===== src/rtl/vtc_cfg_sequencer.sv =====
// vtc_cfg_sequencer: AXI4-Lite master that writes the fixed VTC timing table and reports done/error.
// Optional readback/verify of every entry is compiled in with `define VTC_READBACK_EN.
module vtc_cfg_sequencer #(
    parameter int unsigned H_ACTIVE    = 1280,
    parameter int unsigned H_FP        = 110,
    parameter int unsigned H_SYNC      = 40,
    parameter int unsigned H_BP        = 220,
    parameter int unsigned V_ACTIVE    = 720,
    parameter int unsigned V_FP        = 5,
    parameter int unsigned V_SYNC      = 5,
    parameter int unsigned V_BP        = 20,
    parameter logic [31:0] CTRL_VAL    = 32'h03F7_EF07,
    parameter int unsigned TIMEOUT_CYC = 1024
) (
    input  logic        aclk,
    input  logic        aresetn,
    input  logic        start,
    output logic        busy,
    output logic        done,
    output logic        error,
    output logic [1:0]  err_code,
    output logic [3:0]  err_index,
    output logic [8:0]  vtc_ctrl_awaddr,
    output logic        vtc_ctrl_awvalid,
    input  logic        vtc_ctrl_awready,
    output logic [31:0] vtc_ctrl_wdata,
    output logic [3:0]  vtc_ctrl_wstrb,
    output logic        vtc_ctrl_wvalid,
    input  logic        vtc_ctrl_wready,
    input  logic [1:0]  vtc_ctrl_bresp,
    input  logic        vtc_ctrl_bvalid,
    output logic        vtc_ctrl_bready,
    output logic [8:0]  vtc_ctrl_araddr,
    output logic        vtc_ctrl_arvalid,
    input  logic        vtc_ctrl_arready,
    input  logic [31:0] vtc_ctrl_rdata,
    input  logic [1:0]  vtc_ctrl_rresp,
    input  logic        vtc_ctrl_rvalid,
    output logic        vtc_ctrl_rready
);

    localparam logic [12:0] HA   = 13'(H_ACTIVE);
    localparam logic [12:0] VA   = 13'(V_ACTIVE);
    localparam logic [12:0] HS_S = 13'(H_ACTIVE + H_FP);
    localparam logic [12:0] HS_E = 13'(H_ACTIVE + H_FP + H_SYNC);
    localparam logic [12:0] HT   = 13'(H_ACTIVE + H_FP + H_SYNC + H_BP);
    localparam logic [12:0] VS_S = 13'(V_ACTIVE + V_FP);
    localparam logic [12:0] VS_E = 13'(V_ACTIVE + V_FP + V_SYNC);
    localparam logic [12:0] VT   = 13'(V_ACTIVE + V_FP + V_SYNC + V_BP);

    localparam int unsigned TW       = $clog2(TIMEOUT_CYC) + 1;
    localparam logic [TW-1:0] TMO_LAST = TW'(TIMEOUT_CYC - 1);
    localparam logic [3:0]  LAST_IDX = 4'd9;

    localparam logic [2:0] S_IDLE  = 3'd0;
    localparam logic [2:0] S_WR    = 3'd1;
    localparam logic [2:0] S_WRESP = 3'd2;
    localparam logic [2:0] S_DONE  = 3'd3;
    localparam logic [2:0] S_ERR   = 3'd4;
`ifdef VTC_READBACK_EN
    localparam logic [2:0] S_RB_AR = 3'd5;
    localparam logic [2:0] S_RB_R  = 3'd6;
`endif

    localparam logic [1:0] ERR_NONE = 2'd0;
    localparam logic [1:0] ERR_RESP = 2'd1;
    localparam logic [1:0] ERR_CMP  = 2'd2;
    localparam logic [1:0] ERR_TMO  = 2'd3;

    function automatic logic [31:0] pack2(input logic [12:0] hi, input logic [12:0] lo);
        return {3'b000, hi, 3'b000, lo};
    endfunction

    function automatic logic [8:0] tbl_addr(input logic [3:0] i);
        case (i)
            4'd0:    return 9'h060;
            4'd1:    return 9'h068;
            4'd2:    return 9'h06C;
            4'd3:    return 9'h070;
            4'd4:    return 9'h074;
            4'd5:    return 9'h078;
            4'd6:    return 9'h080;
            4'd7:    return 9'h084;
            4'd8:    return 9'h088;
            default: return 9'h000;
        endcase
    endfunction

    function automatic logic [31:0] tbl_data(input logic [3:0] i);
        case (i)
            4'd0:    return pack2(VA, HA);
            4'd1:    return 32'h0000_0002;
            4'd2:    return 32'h0000_003F;
            4'd3:    return {19'd0, HT};
            4'd4:    return {19'd0, VT};
            4'd5:    return pack2(HS_E, HS_S);
            4'd6:    return pack2(HA, HA);
            4'd7:    return pack2(VS_E, VS_S);
            4'd8:    return pack2(HS_S, HS_S);
            4'd9:    return CTRL_VAL;
            default: return '0;
        endcase
    endfunction

    logic [2:0]    state_q, state_d;
    logic [3:0]    idx_q, idx_d;
    logic [TW-1:0] tmo_q, tmo_d;
    logic          awvalid_q, awvalid_d;
    logic          wvalid_q, wvalid_d;
    logic [8:0]    awaddr_q, awaddr_d;
    logic [31:0]   wdata_q, wdata_d;
    logic [1:0]    err_code_q, err_code_d;
    logic [3:0]    err_index_q, err_index_d;
    logic          tmo_hit, go_err, load_wr;
    logic [1:0]    err_sel;
`ifdef VTC_READBACK_EN
    logic          arvalid_q, arvalid_d;
    logic [8:0]    araddr_q, araddr_d;
`endif

    assign busy = (state_q != S_IDLE) && (state_q != S_DONE) && (state_q != S_ERR);

    always_comb begin
        state_d     = state_q;
        idx_d       = idx_q;
        awvalid_d   = awvalid_q;
        wvalid_d    = wvalid_q;
        awaddr_d    = awaddr_q;
        wdata_d     = wdata_q;
        err_code_d  = err_code_q;
        err_index_d = err_index_q;
        go_err      = 1'b0;
        err_sel     = ERR_NONE;
        load_wr     = 1'b0;
        tmo_hit     = (tmo_q == TMO_LAST);
`ifdef VTC_READBACK_EN
        arvalid_d   = arvalid_q;
        araddr_d    = araddr_q;
`endif
        case (state_q)
            S_IDLE, S_DONE, S_ERR: begin
                if (start) begin
                    idx_d       = '0;
                    err_code_d  = ERR_NONE;
                    err_index_d = '0;
                    load_wr     = 1'b1;
                end
            end
            S_WR: begin
                // Exit is taken from the registered valids, so one settle cycle follows the last handshake.
                if (!awvalid_q && !wvalid_q) begin
                    state_d = S_WRESP;
                end else begin
                    if (awvalid_q && vtc_ctrl_awready) awvalid_d = 1'b0;
                    if (wvalid_q && vtc_ctrl_wready) wvalid_d = 1'b0;
                    if (tmo_hit) begin
                        go_err  = 1'b1;
                        err_sel = ERR_TMO;
                    end
                end
            end
            S_WRESP: begin
                if (vtc_ctrl_bvalid) begin
                    if (vtc_ctrl_bresp != 2'b00) begin
                        go_err  = 1'b1;
                        err_sel = ERR_RESP;
                    end else if (idx_q == LAST_IDX) begin
`ifdef VTC_READBACK_EN
                        idx_d     = '0;
                        state_d   = S_RB_AR;
                        arvalid_d = 1'b1;
                        araddr_d  = tbl_addr(4'd0);
`else
                        state_d   = S_DONE;
`endif
                    end else begin
                        idx_d   = idx_q + 4'd1;
                        load_wr = 1'b1;
                    end
                end else if (tmo_hit) begin
                    go_err  = 1'b1;
                    err_sel = ERR_TMO;
                end
            end
`ifdef VTC_READBACK_EN
            S_RB_AR: begin
                if (vtc_ctrl_arready) begin
                    arvalid_d = 1'b0;
                    state_d   = S_RB_R;
                end else if (tmo_hit) begin
                    go_err  = 1'b1;
                    err_sel = ERR_TMO;
                end
            end
            S_RB_R: begin
                if (vtc_ctrl_rvalid) begin
                    if (vtc_ctrl_rresp != 2'b00) begin
                        go_err  = 1'b1;
                        err_sel = ERR_RESP;
                    end else if (vtc_ctrl_rdata != tbl_data(idx_q)) begin
                        go_err  = 1'b1;
                        err_sel = ERR_CMP;
                    end else if (idx_q == LAST_IDX) begin
                        state_d = S_DONE;
                    end else begin
                        idx_d     = idx_q + 4'd1;
                        state_d   = S_RB_AR;
                        arvalid_d = 1'b1;
                        araddr_d  = tbl_addr(idx_d);
                    end
                end else if (tmo_hit) begin
                    go_err  = 1'b1;
                    err_sel = ERR_TMO;
                end
            end
`endif
            default: state_d = S_IDLE;
        endcase

        if (load_wr) begin
            state_d   = S_WR;
            awvalid_d = 1'b1;
            wvalid_d  = 1'b1;
            awaddr_d  = tbl_addr(idx_d);
            wdata_d   = tbl_data(idx_d);
        end
        if (go_err) begin
            state_d     = S_ERR;
            err_code_d  = err_sel;
            err_index_d = idx_q;
            awvalid_d   = 1'b0;
            wvalid_d    = 1'b0;
`ifdef VTC_READBACK_EN
            arvalid_d   = 1'b0;
`endif
        end

        if (state_d != state_q || !busy) tmo_d = '0;
        else                             tmo_d = tmo_q + TW'(1);
    end

    always_ff @(posedge aclk) begin
        if (!aresetn) begin
            state_q     <= S_IDLE;
            idx_q       <= '0;
            tmo_q       <= '0;
            awvalid_q   <= 1'b0;
            wvalid_q    <= 1'b0;
            awaddr_q    <= '0;
            wdata_q     <= '0;
            err_code_q  <= '0;
            err_index_q <= '0;
        end else begin
            state_q     <= state_d;
            idx_q       <= idx_d;
            tmo_q       <= tmo_d;
            awvalid_q   <= awvalid_d;
            wvalid_q    <= wvalid_d;
            awaddr_q    <= awaddr_d;
            wdata_q     <= wdata_d;
            err_code_q  <= err_code_d;
            err_index_q <= err_index_d;
        end
    end

    assign done             = (state_q == S_DONE);
    assign error            = (state_q == S_ERR);
    assign err_code         = err_code_q;
    assign err_index        = err_index_q;
    assign vtc_ctrl_awaddr  = awaddr_q;
    assign vtc_ctrl_awvalid = awvalid_q;
    assign vtc_ctrl_wdata   = wdata_q;
    assign vtc_ctrl_wstrb   = 4'hF;
    assign vtc_ctrl_wvalid  = wvalid_q;
    assign vtc_ctrl_bready  = (state_q == S_WRESP);

`ifdef VTC_READBACK_EN
    always_ff @(posedge aclk) begin
        if (!aresetn) begin
            arvalid_q <= 1'b0;
            araddr_q  <= '0;
        end else begin
            arvalid_q <= arvalid_d;
            araddr_q  <= araddr_d;
        end
    end

    assign vtc_ctrl_arvalid = arvalid_q;
    assign vtc_ctrl_araddr  = araddr_q;
    assign vtc_ctrl_rready  = (state_q == S_RB_R);
`else
    logic unused_rd_chan;
    assign unused_rd_chan   = ^{vtc_ctrl_arready, vtc_ctrl_rdata, vtc_ctrl_rresp, vtc_ctrl_rvalid};
    assign vtc_ctrl_arvalid = 1'b0;
    assign vtc_ctrl_araddr  = '0;
    assign vtc_ctrl_rready  = 1'b0;
`endif

endmodule

===== config.mk =====
export PLATFORM = sky130hd
export DESIGN_NAME = vtc_cfg_sequencer
export DESIGN_NICKNAME = d
export VERILOG_FILES = /design/src/rtl/vtc_cfg_sequencer.sv
export SDC_FILE = /design/constraint.sdc
export NUM_CORES = 1
export LEC_CHECK = 0
export ABC_CLOCK_PERIOD_IN_PS = 6000
export CORE_MARGIN = 2
export CORE_UTILIZATION = 46
export DETAILED_ROUTE_END_ITERATION = 7
export PLACE_DENSITY = 0.82
export SYNTH_ARGS = -nofsm -noshare
export SYNTH_HDL_FRONTEND = slang
export SYNTH_SLANG_ARGS = --single-unit

===== constraint.sdc =====
create_clock -name aclk -period 6 [get_ports aclk]
set_input_delay 1.2 -clock aclk [delete_from_list [all_inputs] [get_ports aclk]]
set_output_delay 1.2 -clock aclk [all_outputs]
set_load 0.01 [all_outputs]

==> results of run 1 <==
## routing by layer
| metal | up-vias | wire, µm | track usage [%] |
|---|---|---|---|
| met1 | 1074 | 2730 | 24.2 |
| li1 | 1154 | - | - |
| met4 | 0 | 31 | 3.05 |
| met5 | - | 0 | 0 |
| met2 | 66 | 2900 | 32.5 |
| met3 | 4 | 248 | 2.81 |
## per-stage QoR
step,util [%],hold WS (ns)
global placement,55.4,0.445
global route,57.6,0.507
floorplan,-,0.430
detailed placement,55.4,0.448
finish,57.6,0.457
CTS,57.6,0.461
## cells in the final DEF, fill, tap and decap left out, drive strengths merged, types with 9 or more instances in the layout
master         instances
clkdlybuf4s50         51
o21ai                 15
nor2                  39
inv                    9
dfxtp                 52
conb                  24
nand2                 29
nand3                 14
a31oi                 13
a21oi                 22
ha                    11
## where the power goes
part	switching, mW	internal, mW
logic	0.0894	0.0769
registers	0.0184	0.367
clock network	0.115	0.137
## cells by family after synthesis
| family | count (synthesis) | synth area share [%] |
|---|---|---|
| XOR/XNOR | 10 | 3.24 |
| AND/OR/NAND/NOR | 112 | 20.1 |
| flip-flops | 52 | 38.5 |
| AO/OA/AOI/OAI | 79 | 19.6 |
| other | 2 | 0.278 |
| multiplexers | 3 | 1.16 |
| adder cells (fa/ha/maj) | 11 | 5.09 |
| buffers and inverters | 53 | 12.0 |
## how the worst max path moves through the flow
stage | end | slack (ns) | cells after the start
6_report | vtc_ctrl_wdata[10] | 1.70 | 10
5_1_grt | vtc_ctrl_wdata[10] | 1.45 | 10
4_1_cts | vtc_ctrl_wdata[10] | 1.75 | 10
3_5_place_dp | vtc_ctrl_wdata[10] | 1.51 | 10
3_3_place_gp | vtc_ctrl_wdata[10] | 1.54 | 10
2_1_floorplan | vtc_ctrl_wdata[10] | 2.77 | 9
## critical path: stages
cell and delay [ns]:
clkdlybuf4s50_1 0.51, nor3b_4 0.41, nand2_2 0.15, a22o_1 0.50, a21boi_1 0.63, inv_1 0.22, ha_1 0.43, xnor2_1 0.16
a22oi_1 0.17, a21oi_1 0.09
## layout make-up
cell class	count	area (µm²)	share of cell area, %
multi-input cells	239	1420	44.0
flip-flops and latches	52	1040	32.2
repair buffers	52	518	16.0
well taps	72	90.1	2.79
clock buffers	6	82.6	2.56
clock inverters	2	38.8	1.20
inverters	10	37.5	1.16
## flip-flops by register name, indices dropped and copies added, names as in the netlist
register / count
err_code: 2
err_index: 4
idx_q: 4
state_q: 3
tmo_q: 11
vtc_ctrl_awaddr: 5
vtc_ctrl_awvalid: 1
vtc_ctrl_wdata: 21
vtc_ctrl_wvalid: 1
==> metrics.md, run 1 <==
| Metric | Value |
|---|---|
| Layout net count | `415` |
| Core Area | `5610 µm²` |
| CTS tree | `yes` |
| Fillers | `531` |
| Hold Startpoint | `vtc_ctrl_wdata[21]` |
| Die width | `80.7 µm` |
| Final instance area | `3230 µm²` |
| Worst EP required | `6.18 ns` |
| Reg2Reg Depth | `10` |
| FF-to-FF Start | `state_q[2]` |
| Final Power | `0.803 mW` |
| Slew @ Worst Pin | `0.915 ns` |
| Leakage power | `1.25 nW` |
| Commonest cells post-synth | `dfxtp_1, nor2_1, buf_4, nand2_1, a21oi_1` |
| Hold Fails Final Rpt | `0` |
| Initial antenna violation count | `0` |
| Fin crit period | `4.30 ns` |
| Die Y | `80.7 µm` |
| Synth top area cells | `dfxtp_1, buf_4, nor2_1` |
| Yosys cell types | `58` |
| Yosys warns | `0` |
| Final cycle utilization of the critical path | `71.7%` |
| Worst rel slew slack | `37.2%` |
| Layout cell share with drive strength beyond 1 | `5.26%` |
| Worst VDD drop | `0.000163 V` |
| Starting Density | `48.2%` |
| Top_reg_cell synth | `dfxtp_1` |
| Cell count after synthesis | `322` |
| Slew Limit Fails | `0` |
| CTS sink cnt | `52` |
| Worst Setup SP | `vtc_ctrl_bvalid` |
| RSZ-0062 raised after global routing | `false` |
| Most common cell in the netlist | `dfxtp_1` |
| Setup TNS | `0 ns` |
| Critical R2R Capture | `vtc_ctrl_wdata[10]` |
| Yosys top cell area share | `38.5%` |
| Critical path arrival | `4.48 ns` |
| Area leader, netlist | `dfxtp_1` |
| Congestion Overflow GR | `0` |
| Crit-path max FO | `21` |
| Clock slew at reported path FFs | `0.09 ns` |
| Number of buffers created by CTS | `5` |
| N_diodes | `0` |
| Initial DRC Count | `81` |
| Hold/Removal Path Class | `reg2reg` |
| Post-synth EDFFs | `0` |
| Port Buffers | `51` |
| # DRC | `0` |
| Vias per Instance | `5.31` |
| DR pass1 iterations | `4` |
| Sequential share of the synthesized area | `38.5%` |
| Clock Path Buffers | `2` |
| Final ANT Viol Nets | `0` |
| Routed WL per cell | `13.7 µm` |
| Non-filler instance count after layout | `433` |
| Worst-Skew Late Latency | `0.30 ns` |
| Fmax | `232 MHz` |
| Yosys reg bits | `52` |
| Hold Path Depth | `2` |
| Total Wirelength | `5.91 mm` |
| Hold Path Sink | `vtc_ctrl_wdata[21]` |
| Cells after DPL | `425` |
| Root Buffer | `clkbuf_8` |
| Maximum number of pins on one net before global-route repair | `24` |
| Max_cap viols | `0` |
| Ys async rst share | `0%` |
| Total Die Area | `6510 µm²` |
| Post-place setup slack | `1.51 ns` |
| Pwr dens | `249 nW/µm²` |
| Status | `complete, no violations` |
| H-tree depth | `2` |
| Via count | `2298` |
| WS Path Type | `in2reg` |
| Cell area after placement | `3110 µm²` |
| CP startpoint kind | `primary input` |
| PostCTS Resize Cnt | `0` |
| Syn avg cell area | `8.40 µm²` |
| Post-CTS setup buffers | `0` |
| GRT Overall Usage | `18.5%` |
| Vias in the first global route | `2107` |
| Setup Viol. Count Final | `0` |
| Post-Syn Area | `2710 µm²` |
| Hold buffers post-CTS | `0` |
| Worst setup EP type | `flip-flop` |
| Num rows | `27` |
| I/O Pins | `112` |
| Max Clock Skew | `0.0105 ns` |
| R2R Setup Slk | `2.58 ns` |
| Routability cong. | `0.824` |
| First-pass GRT wire length | `9.60 mm` |
| Dpl hpwl | `4.24 mm` |
| P&R area growth vs syn | `19.4%` |
| Final worst-path setup slack | `1.70 ns` |
Note: power is estimated with default switching activity, not from simulation.
==> inputs of run 2 (changes only) <==
- ABC_CLOCK_PERIOD_IN_PS: 6000 -> 4300
- CORE_UTILIZATION: 46 -> 43
- PLACE_DENSITY: 0.82 -> 0.77
- clock period: 6 -> 4.3 ns (I/O delays scaled with it)
==> run 2 against run 1 <==
  * Design area up 1.5%
  * Sequential power up 39%
  * Routed wire length increased by 1.4%
  * Largest power group unchanged
==> metrics.md, run 2 (synthesis results as in run 1) <==
| Metric | Value |
|---|---|
| Die width | `83.3 µm (+3.3%)` |
| Slew Limit Fails | `0 (unchanged)` |
| N_diodes | `0 (unchanged)` |
| Status | `complete, no violations` |
| Clock network power share | `33.4% (+2.1 points)` |
| Clock Path Buffers | `2 (unchanged)` |
| Dpl hpwl | `4.33 mm (+2.3%)` |
| Final worst-path setup slack | `1.04 ns (-0.660 ns)` |
| R2R Setup Slk | `1.38 ns (-1.20 ns)` |
| Critical path arrival | `3.45 ns (-1.03 ns)` |
| Crit-path max FO | `7 (-67%)` |
| Initial DRC Count | `105 (+30%)` |
| WS Path Type | `in2reg` |
| FF-to-FF Start | `state_q[2]` |
| Logic gate share of total power | `20.6% (about the same)` |
| Maximum number of pins on one net before global-route repair | `23 (-4.2%)` |
| Final ANT Viol Nets | `0 (unchanged)` |
| Reg2Reg Depth | `10 (unchanged)` |
| Number of buffers created by CTS | `5 (unchanged)` |
| Core Area | `5990 µm² (+6.8%)` |
| Worst-Skew Late Latency | `0.30 ns (about the same)` |
| Crit path to | `vtc_ctrl_wdata[8]` |
| Most frequent cells in the layout | `dfxtp_1, clkdlybuf4s50_1, nor2_1` |
| Worst Setup SP | `vtc_ctrl_bvalid` |
| Multi-input gate area in the final layout | `1420 µm² (unchanged)` |
| Num rows | `28 (+3.7%)` |
| Routability cong. | `0.850 (+3.1%)` |
| Final cycle utilization of the critical path | `75.9%` |
| Critical R2R Capture | `vtc_ctrl_wdata[8]` |
| Post-CTS setup buffers | `0 (unchanged)` |
| Total Die Area | `6940 µm² (+6.6%)` |
| Hold Fails Final Rpt | `0 (unchanged)` |
| GR Util met2 | `29.5% (-3.0 points)` |
| CTS sink cnt | `52 (unchanged)` |
| P&R area growth vs syn | `21.2%` |
| Vias in the first global route | `2209 (+4.8%)` |
| First-pass GRT wire length | `10.3 mm (+7.3%)` |
| Setup TNS | `0 ns (unchanged)` |
| Worst setup EP type | `flip-flop` |
| Routed WL per cell | `13.6 µm (-0.24%)` |
| Largest register FFs | `21 (unchanged)` |
| Cell Chain, Critical Path | `clkdlybuf4s50_1 -> nor3b_4 -> nand2_2 -> a22o_1 -> a21boi_1 -> inv_1 -> ha_1 -> and2_1 -> a21oi_1 -> o211ai_1` |
| Layout cell share with drive strength beyond 1 | `6.30% (+1.0 points)` |
| DR pass1 iterations | `5 (+1)` |
| Pwr dens | `355 nW/µm² (+43%)` |
| Congestion Overflow GR | `0 (unchanged)` |
| Pint | `0.854 mW (+47%)` |
| Slew @ Worst Pin | `0.771 ns (-0.145 ns)` |
| Fin crit period | `3.26 ns` |
| PostCTS Resize Cnt | `0 (unchanged)` |
| Via count | `2320 (+0.96%)` |
| RSZ-0062 raised after global routing | `false` |
| Vias per Instance | `5.27 (-0.65%)` |
| Fmax | `306 MHz` |
| Die Y | `83.3 µm (+3.3%)` |
| Post-place setup slack | `0.746 ns (-0.760 ns)` |
| I/O Pins | `112 (unchanged)` |
| Total Wirelength | `5.99 mm (+1.4%)` |
| Root Buffer | `clkbuf_8` |
| GR Layer Usage met3 | `3.68% (+0.87 points)` |
| Cell area after placement | `3150 µm² (+1.3%)` |
| Fillers | `572 (+7.7%)` |
| Worst VDD drop | `0.000178 V (+9.8%)` |
| Hold/Removal Path Class | `reg2reg` |
| Most common cell after layout, fill and taps aside | `dfxtp_1` |
| Top Usage Layer GRT | `met2` |
| CP startpoint kind | `primary input` |
| Layout net count | `420 (+1.2%)` |
| Max stage delay on crit path | `0.51 ns (-0.12 ns)` |
| P_sw | `0.310 mW (+39%)` |
| Slowest library cell on the worst path | `clkdlybuf4s50_1` |
| Worst rel slew slack | `48.6% (+11 points)` |
| GRT Overall Usage | `17.8% (-0.70 points)` |
| Max Clock Skew | `0.00341 ns (-0.00710 ns)` |
| Sequential share of power | `46.0% (-2.0 points)` |
| # DRC | `0 (unchanged)` |
| Worst EP required | `4.49 ns (-1.69 ns)` |
| Starting Density | `45.2% (-3.1 points)` |
| Final instance area | `3280 µm² (+1.5%)` |
| Max_cap viols | `0 (unchanged)` |
| Port Buffers | `51 (unchanged)` |
| GR Layer Usage met1 | `22.9% (-1.3 points)` |
| Setup Viol. Count Final | `0 (unchanged)` |
| Clock slew at reported path FFs | `0.09 ns (about the same)` |
| Sequential cell area | `1040 µm² (unchanged)` |
| Leakage power | `1.27 nW (+2.2%)` |
| CTS tree | `yes` |
| Initial antenna violation count | `0 (unchanged)` |
| H-tree depth | `2 (unchanged)` |
| Sw frac | `26.6% (-1.1 points)` |
| Hold_ws | `0.458 ns (+0.000626 ns)` |
| Hold buffers post-CTS | `0 (unchanged)` |
## run 2: area by class of cell
type                       instances  share of cell area (%)
tap                               75                    2.86
sequential                        52                    31.8
inverter                          10                    1.15
clock inverter                     2                    1.83
timing repair buffer              57                    16.9
clock buffer                       5                    2.10
multi-input combinational        239                    43.4
## run 2: how the worst min path moves through the flow
stage / from / cells after the start / to / slack, ns
6_report: vtc_ctrl_wdata[21] / 2 / vtc_ctrl_wdata[21] / 0.46
5_1_grt: err_index[3] / 2 / err_index[3] / 0.51
4_1_cts: vtc_ctrl_wdata[21] / 2 / vtc_ctrl_wdata[21] / 0.46
3_5_place_dp: vtc_ctrl_wdata[21] / 2 / vtc_ctrl_wdata[21] / 0.45
3_3_place_gp: tmo_q[0] / 1 / tmo_q[0] / 0.44
2_1_floorplan: tmo_q[0] / 1 / tmo_q[0] / 0.43
## run 2: worst max-delay path: cells and delay by family
kind,cells,cell delay (ns)
AOI/OAI and AO/OA,4,0.91
buffers and inverters,2,0.70
and+or+nand+nor,3,0.54
adders and majority gates,1,0.42
## run 2: per-stage QoR
stage               cells  total power [mW]  util (%)
CTS                   440              1.17      54.7
global placement      433             0.782      52.6
floorplan             344             0.698         -
global route          440              1.21      54.7
detailed placement    433             0.785      52.6
finish                440              1.16      54.7
## run 2: power groups by stage
stage                     Sequential, mW  Clock [mW]  Combinational (mW)
after floorplan                    0.553           0               0.146
after global placement             0.546           0               0.236
after detailed placement           0.547           0               0.238
after CTS                          0.536       0.392               0.241
after global routing               0.540       0.407               0.263
final                              0.536       0.388               0.240
## run 2: layer usage
| metal | vias up | share of wire (%) |
|---|---|---|
| met1 | 1070 | 45 |
| met3 | 10 | 6.3 |
| met4 | 0 | 1.9 |
| met2 | 78 | 47 |
| li1 | 1162 | - |
| met5 | - | 0 |
